[src/rtl/uart_pkg.sv]
// Shared definitions for the UART transmit arbiter: FSM encodings,
// default bit timing and the byte width.
package uart_pkg;

    localparam int CLOCKS_PER_BIT = 217;
    localparam int BYTE_W         = 8;

    typedef enum logic [2:0] {
        ST_IDLE      = 3'd0,
        ST_START     = 3'd1,
        ST_WAIT_BUSY = 3'd2,
        ST_WAIT_DONE = 3'd3,
        ST_GAP       = 3'd4
    } arb_state_t;

endpackage : uart_pkg

[src/rtl/rr_arbiter.sv]
// Combinational round-robin picker: first set request at or above rr_ptr,
// wrapping from the top index back to zero.
module rr_arbiter #(
    parameter int NUM_REQ = 4
) (
    input  logic [NUM_REQ-1:0]         req,
    input  logic [$clog2(NUM_REQ)-1:0] rr_ptr,
    output logic [$clog2(NUM_REQ)-1:0] winner,
    output logic                       any_req
);

    localparam int IDX_W = $clog2(NUM_REQ);

    // One spare bit so rr_ptr + offset can exceed NUM_REQ-1 before folding.
    logic [IDX_W:0]   sum_idx  [NUM_REQ];
    logic [IDX_W:0]   cand_idx [NUM_REQ];
    logic [NUM_REQ-1:0] rot_req;

    genvar gi;
    generate
        for (gi = 0; gi < NUM_REQ; gi++) begin : g_rotate
            assign sum_idx[gi]  = {1'b0, rr_ptr} + (IDX_W+1)'(gi);
            assign cand_idx[gi] = (sum_idx[gi] >= (IDX_W+1)'(NUM_REQ))
                                ? sum_idx[gi] - (IDX_W+1)'(NUM_REQ)
                                : sum_idx[gi];
            assign rot_req[gi]  = req[cand_idx[gi][IDX_W-1:0]];
        end
    endgenerate

    assign any_req = |req;

    // Scan from the far end so the lowest rotated offset wins.
    always_comb begin
        winner = '0;
        for (int k = NUM_REQ - 1; k >= 0; k--) begin
            if (rot_req[k]) begin
                winner = cand_idx[k][IDX_W-1:0];
            end
        end
    end

endmodule : rr_arbiter

[src/rtl/uart_tx_arbiter.sv]
// Round-robin arbiter sharing one UART transmitter among NUM_REQ byte
// requesters, with a start timeout and an enforced inter-frame gap.
module uart_tx_arbiter
    import uart_pkg::*;
#(
    parameter int NUM_REQ       = 4,
    parameter int GAP_CLOCKS    = CLOCKS_PER_BIT,
    parameter int START_TIMEOUT = 4
) (
    input  logic                        clk,
    input  logic                        rst_n,
    input  logic [NUM_REQ-1:0]          req,
    input  logic [BYTE_W*NUM_REQ-1:0]   req_data,
    output logic [NUM_REQ-1:0]          ack,
    output logic                        tx_start,
    output logic [BYTE_W-1:0]           tx_data,
    input  logic                        tx_busy,
    output logic [$clog2(NUM_REQ)-1:0]  grant_id,
    output logic                        busy,
    output logic                        err
);

    localparam int IDX_W = $clog2(NUM_REQ);
    localparam int GAP_W = $clog2(GAP_CLOCKS + 1);
    localparam int TO_W  = $clog2(START_TIMEOUT + 1);

    arb_state_t         state_reg,   state_next;
    logic [IDX_W-1:0]   rr_ptr_reg,  rr_ptr_next;
    logic [IDX_W-1:0]   grant_reg,   grant_next;
    logic [BYTE_W-1:0]  data_reg,    data_next;
    logic [GAP_W-1:0]   gap_cnt_reg, gap_cnt_next;
    logic [TO_W-1:0]    to_cnt_reg,  to_cnt_next;

    logic [IDX_W-1:0]   winner;
    logic               any_req;
    logic [BYTE_W-1:0]  req_bytes [NUM_REQ];

    rr_arbiter #(
        .NUM_REQ (NUM_REQ)
    ) u_rr_arbiter (
        .req     (req),
        .rr_ptr  (rr_ptr_reg),
        .winner  (winner),
        .any_req (any_req)
    );

    genvar gi;
    generate
        for (gi = 0; gi < NUM_REQ; gi++) begin : g_lanes
            assign req_bytes[gi] = req_data[gi*BYTE_W +: BYTE_W];
            assign ack[gi]       = (state_reg == ST_START) && (grant_reg == IDX_W'(gi));
        end
    endgenerate

    always_ff @(posedge clk or negedge rst_n) begin
        if (!rst_n) begin
            state_reg   <= ST_IDLE;
            rr_ptr_reg  <= '0;
            grant_reg   <= '0;
            data_reg    <= '0;
            gap_cnt_reg <= '0;
            to_cnt_reg  <= '0;
        end else begin
            state_reg   <= state_next;
            rr_ptr_reg  <= rr_ptr_next;
            grant_reg   <= grant_next;
            data_reg    <= data_next;
            gap_cnt_reg <= gap_cnt_next;
            to_cnt_reg  <= to_cnt_next;
        end
    end

    always_comb begin
        state_next   = state_reg;
        rr_ptr_next  = rr_ptr_reg;
        grant_next   = grant_reg;
        data_next    = data_reg;
        gap_cnt_next = gap_cnt_reg;
        to_cnt_next  = to_cnt_reg;
        tx_start     = 1'b0;
        err          = 1'b0;

        case (state_reg)
            ST_IDLE: begin
                if (any_req) begin
                    state_next  = ST_START;
                    grant_next  = winner;
                    data_next   = req_bytes[winner];
                    rr_ptr_next = (winner == IDX_W'(NUM_REQ - 1)) ? '0 : winner + IDX_W'(1);
                end
            end

            ST_START: begin
                tx_start    = 1'b1;
                to_cnt_next = '0;
                state_next  = ST_WAIT_BUSY;
            end

            // The timeout counter tallies completed idle WAIT_BUSY cycles.
            ST_WAIT_BUSY: begin
                if (tx_busy) begin
                    state_next = ST_WAIT_DONE;
                end else if (to_cnt_reg == TO_W'(START_TIMEOUT - 1)) begin
                    err          = 1'b1;
                    gap_cnt_next = '0;
                    state_next   = ST_GAP;
                end else begin
                    to_cnt_next = to_cnt_reg + TO_W'(1);
                end
            end

            ST_WAIT_DONE: begin
                if (!tx_busy) begin
                    gap_cnt_next = '0;
                    state_next   = ST_GAP;
                end
            end

            ST_GAP: begin
                if (gap_cnt_reg >= GAP_W'(GAP_CLOCKS - 1)) begin
                    state_next = ST_IDLE;
                end else begin
                    gap_cnt_next = gap_cnt_reg + GAP_W'(1);
                end
            end

            default: begin
                state_next = ST_IDLE;
            end
        endcase
    end

    assign tx_data  = data_reg;
    assign grant_id = grant_reg;
    assign busy     = (state_reg != ST_IDLE);

endmodule : uart_tx_arbiter

[config.mk]
export PLATFORM = sky130hd
export DESIGN_NAME = uart_tx_arbiter
export DESIGN_NICKNAME = d
export VERILOG_FILES = /design/src/rtl/uart_pkg.sv /design/src/rtl/rr_arbiter.sv /design/src/rtl/uart_tx_arbiter.sv
export SDC_FILE = /design/constraint.sdc
export NUM_CORES = 1
export LEC_CHECK = 0
export ABC_AREA = 1
export CORE_AREA = 2 2 66 68
export DETAILED_ROUTE_END_ITERATION = 8
export DIE_AREA = 0 0 68 70
export HOLD_SLACK_MARGIN = 0.08
export PLACE_DENSITY = 0.84
export SYNTH_ARGS = -nofsm -noshare
export SYNTH_HDL_FRONTEND = slang
export SYNTH_SLANG_ARGS = --single-unit
[constraint.sdc]
create_clock -name clk -period 3.4 [get_ports clk]
set_input_delay 0.51 -clock clk [delete_from_list [all_inputs] [get_ports clk]]
set_output_delay 0.51 -clock clk [all_outputs]
set_load 0.02 [all_outputs]
# Yosys cells after proc, flatten, opt, wreduce, memory -nomap -nowiden
# Cells that the tools add are included.
dict set report totals {
  out_inout_bits 17
  in_bits 39
  regBits 26
  wordCells 96
}
dict set report op_classes {
  n_addsub 10
  reduce_logical 14
  bitwise 1
  n_mux 38
  magnitude_cmp 10
  eq_ne 17
}
# op count
set ops {}
lappend ops {{2-to-1 mux 8 bit} 6}
lappend ops {{one-hot mux 8 bit (3 select lines)} 1}
lappend ops {{2-to-1 mux 3 bit} 7}
lappend ops {{2-to-1 mux 2 bit} 9}
lappend ops {{binary-select mux 8 bit (select 2 bit)} 1}
lappend ops {{one-hot mux 3 bit (5 select lines)} 1}
lappend ops {{!= test 2 bit (second input constant)} 7}
lappend ops {{>= comparator 3 bit (second input constant)} 4}
lappend ops {{< comparator 2 x 3 -> 1 bit (second input constant)} 4}
lappend ops {{equality test 3 x 2 -> 1 bit (second input constant)} 3}
lappend ops {{adder 8 x 1 -> 8 bit (second input constant)} 1}
lappend ops {{binary-select mux 1 bit (select 2 bit)} 4}
lappend ops {{>= comparator 8 bit (second input constant)} 1}
lappend ops {{2-to-1 mux 1 bit} 8}
lappend ops {{subtractor 2 x 1 -> 2 bit (second input constant)} 4}
lappend ops {{adder 2 x 2 -> 3 bit (second input constant)} 2}
lappend ops {{equality test 2 bit (second input constant)} 3}
lappend ops {{one-hot mux 3 bit (2 select lines)} 1}
lappend ops {{nonzero test 3 bit} 2}
lappend ops {{AND reduction 5 bit} 1}
lappend ops {{logical AND 1 bit} 4}
lappend ops {{AND reduction 4 bit} 1}
lappend ops {{OR reduction 4 bit} 1}
lappend ops {{adder 2 x 1 -> 3 bit (second input constant)} 1}
lappend ops {{other kinds (13)} 13}

# Logic depth before layout (Yosys ltp)
dict set report depth {
  ltp_word 13
  mapped_depth 15
  depth_no_buf 13
}

# Cells and area by module
# From an unflattened synthesis, not the netlist that was laid out.
dict set report hier_totals {
  hier_cells 288
  hier_area_um2 1848.0
}
# mod seq_area_each_um2 n_inst area_each_um2 cells_each
set modules_own_cells {}
lappend modules_own_cells {uart_tx_arbiter 650.6 1 1659.1 242}
lappend modules_own_cells {rr_arbiter 0.0 1 188.9 46}

# Least setup slack after synthesis
# Ideal clock, no wire load.
dict set report synth_timing {
  path_kind {reg-to-output}
  from {register state_reg[2]}
  to {output port ack[0]}
  required_time_ns 2.890
  arrival_ns 1.695
  path_buffers 0
  slack_ns 1.195
  stages_incl_launch_ff 4
  path_cell_list {dfrtp_1 nor3_1 inv_1 nor3_1}
}
dict set report synth_between {
  elab_chain_cells 2
}
# item line
set synth_lines {}
lappend synth_lines {{start, declared} uart_tx_arbiter.sv:27} ;# arb_state_t state_reg, state_next;
lappend synth_lines {{start signal, assigned} uart_tx_arbiter.sv:64} ;# state_reg <= state_next;
lappend synth_lines {{equality test 3 x 1 -> 1 bit} uart_tx_arbiter.sv:51} ;# assign ack[gi] = (state_reg == ST_START) && (grant_reg == IDX_W'(gi));
lappend synth_lines {{logical AND 1 bit} uart_tx_arbiter.sv:51}
lappend synth_lines {{end, declared} uart_tx_arbiter.sv:14} ;# output logic [NUM_REQ-1:0] ack,
# No other way between the ends.

# Final worst setup path
dict set report layout_timing {
  from {register state_reg[2]}
  to {output port ack[3]}
}
# The elaborated chain is that of the path after synthesis.

==> impl.org <==
** Drt
- The first TritonRoute pass finished after 4 iterations.
- Detailed routing inserted a total of 1940 vias.
- In the final routed layout, each cell accounts on average for 10.62 um.
- Antenna viol nets, final :: 0
- The detailed router finished its first iteration with around 100 violations.
- Routed via count divided by cell count :: 4.936
- Total wire length after detailed routing :: roughly 4200 um
- In the routed design, unresolved DRC markers number 0.

** Worst setup path
- STA classifies the critical path endpoint as an output pin.
- Crit path DAT :: about 2000 ps
- In this design, the stage delay of the slowest critical-path cell is 630 ps.
- Capture point of the critical path :: ack[3]
- CP top delay family :: buffers and inverters
- CP Launch Point :: state_reg[2]
- Worst R2R Setup Slack :: 1440 ps
- Buf/Inv on CP :: 2
- The worst setup path is of the reg -> out kind.
- For the worst flop-to-flop path, the logic depth is 13.
- Cell breakdown of the critical path :: nor3_1 -> inv_1 -> nor3_1 -> clkdlybuf4s50_1
- Endpoint required time on the critical path :: 2890 ps
- The worst register-to-register path begins at rr_ptr_reg[0].
- Crit path launch type :: flip-flop
- Counting stages on the worst path, the most repeated cell is nor3_1.
- In this run the worst path has a maximum fanout of 5.
- In this run the number of cells on the critical path is 4.
- The largest individual stage delay along the critical path comes from the cell clkdlybuf4s50_1.
- The worst register-to-register path ends at tx_data[1].

** Clocking
- Number of buffers inserted during clock tree synthesis :: 3
- Clock tree buffer depth :: 2
- The number of hold buffers added after CTS was 0.
- The number of setup buffers added after CTS is 0.
- For the worst-skew pair, the clock arrives at the later sink with an insertion delay of 270 ps.
- The tree is rooted in a clkbuf_8.
- Once the clock tree was built, the resizer swapped 0 gates to a different size.
- TritonCTS built the clock tree.
- Clock-pin slew was measured on the worst setup and hold paths at 90 ps.
- In this run the number of H-tree levels came out at 1.
- The clock drives 26 sinks.

** Logic synthesis
- Share of cell area taken by muxes after synthesis :: 0
- Of the total synthesized cell area, the portion taken by XOR and XNOR cells is 0.004359.
- During synthesis, Yosys emitted a total of 0 warnings.
- In the synthesized netlist the dominant register cell turns out to be dfrtp_1.
- Adder-cell area share of the yosys netlist :: 0.02491
- Dominant cell type by area after synthesis :: dfrtp_1
- After synthesis, the largest family of logic cells by area is simple AND/OR/NAND/NOR gates.
- Async set-or-reset flop fraction in the synthesized netlist :: 1.000
- Of the total synthesized cell area, the portion taken by AND, OR, NAND and NOR gates is 0.4197.
- Number of enable-type register cells in the synthesized netlist :: 0
- The share of synthesized area in the top cell type comes to 0.3238.
- Synthesis produced 286 cells.
- Area of the mapped netlist :: 2009 um2
- Share of the yosys chip area belonging to registers :: 0.3238
- The synthesized design contains 26 register bits.
- Post-synth cell types :: 32
- Synthesis produced a netlist with a net count of ~330.
- Sorting the synthesized cells by area gives the leading types as dfrtp_1 32%, nand2_1 13%, inv_1 11%.
- Synthesized-area fraction occupied by ao, oa, aoi and oai cells :: 0.06725
- Avg Cell Area, Syn :: 7.026 um2

** Timing
- Measured against its own limit, the worst slew margin works out to 0.6663.
- For the pin with the worst max-slew slack, the measured transition is 500.5 ps.
- Final clock period utilization by the worst path :: 0.7334
- The max-slew violation count came to 0.
- The worst path needs 2494 ps of the cycle, external delays included.
- Hold violation count in the final report :: 0
- On the final layout, the worst clock skew is 9.264 ps.
- Final setup violation count :: 0
- Setup repair after global routing missed its margin :: false
- Setup TNS after final layout :: 0 ps
- Timing would allow up to ~400 MHz.

** Run status
- Run status :: complete, no violations

** Die
- The initial utilization of the core area, before any placement, comes to 0.4849.
- The floorplan step set the die width to 68 um.
- Pin placement for this block handled 56 I/O pins.
- The floorplan has 24 rows.
- Die span in y :: approximately 70 um
- Area of the core :: 4144 um2
- Full die area :: 4760 um2

** Cells and area
- Highest-count cells in the layout ignoring fill and taps :: 69 x nand2_1, 57 x inv_1, 55 x clkdlybuf4s50_1
- At the end of the flow, the number of nets in the layout was 385.
- Synthesis-to-layout area growth :: 30.20%
- Leaving out fill and tap cells, the most frequent cell in the layout is nand2_1.
- Share of cells above drive strength 1 :: 0.1173
- Diode insertion count for antenna repair :: 0
- Post-Route Utilization :: 0.6313

** GRT
- Summed over all layers, the global routing overflow is 0.
- The number of antenna violations at the first check in global routing is 0.
- For this run, the total global-route usage over all layers was measured as 0.1965.
- Vias in the first global route :: 1866
- The first global-routing pass estimated 7679 um of wire.
- Maximum number of pins on one net before global-route repair :: 27

** Pwr
- The worst-case IR drop observed on VDD is 0.4112 mV.
- Leak Pwr :: between 1 and 1.5 nW
- Power density over the cells :: 850.3 nW/um2

** Run
- Across the run, the number of max-cap violations was 0.

** Place
- The count of buffers added on input and output ports is 55.
- After legalization and detailed placement, the total HPWL measured 3378 um.
- RePlAce Congestion :: 0.8546

** Hold path
- The worst hold path belongs to the class reg -> reg.
synth_stat cells, drive strengths merged, types with 2 or more instances:
| cell type | instances |
|---|---|
| nor3 | 10 |
| nor2 | 14 |
| nand3 | 45 |
| inv | 62 |
| nor4 | 2 |
| buf | 5 |
| dfrtp | 26 |
| o21a | 2 |
| ha | 4 |
| nand2 | 90 |
| o21ai | 10 |
| nand4 | 3 |
| a21oi | 6 |
power by group:
part           total [mW]  switching, mW  internal, mW
Combinational        1.51          0.949         0.565
Sequential          0.513         0.0972         0.415
Clock               0.198         0.0946         0.103
Total                2.22           1.14          1.08
logic make-up after synthesis:
logic type / after synthesis
buffers and inverters: 68
DFF: 26
and+or+nand+nor: 165
AOI/OAI and AO/OA: 22
xor gates and xnor gates: 1
adders and majority gates: 4
through the flow:
step,cells,setup WS (ps),instance area [um2],power (mW),hold slack (ps)
floorplan,286,1195,2009,1.739,214.4
global placement,389,1133,2561,2.003,463.5
detailed placement,389,1081,2561,2.039,466.5
CTS,393,894.5,2616,2.240,490.6
global route,393,763.0,2616,2.461,510.1
finish,393,906.4,2616,2.225,488.9
tightest hold or removal path: cells and delay by family, from the launching register on:
family	cells	cell delay, ps
flops	1	350
simple gates	2	110
worst min path at each step:
| stage | cells after the start | start | endpoint |
|---|---|---|---|
| floorplan | 0 | rst_n | gap_cnt_reg[0] |
| global placement | 2 | tx_data[5] | tx_data[5] |
| detailed placement | 2 | tx_data[5] | tx_data[5] |
| CTS | 2 | tx_data[5] | tx_data[5] |
| global route | 2 | tx_data[5] | tx_data[5] |
| finish | 2 | tx_data[0] | tx_data[0] |
final cells by class:
class                           count  area (um2)
Sequential cell                    26       650.6
Timing Repair Buffer               57       565.5
Fill cell                         376        1528
Multi-Input combinational cell    192        1037
Inverter                           62       242.7
Tap cell                           52       65.06
Clock buffer                        4       55.05
layer usage:
metal  GRT usage  wire [um]
met5           0          0
met2      0.3301       2087
met4     0.02889          8
met3     0.04026        270
met1      0.2626       1807
Note: power is estimated with default switching activity, not from simulation.
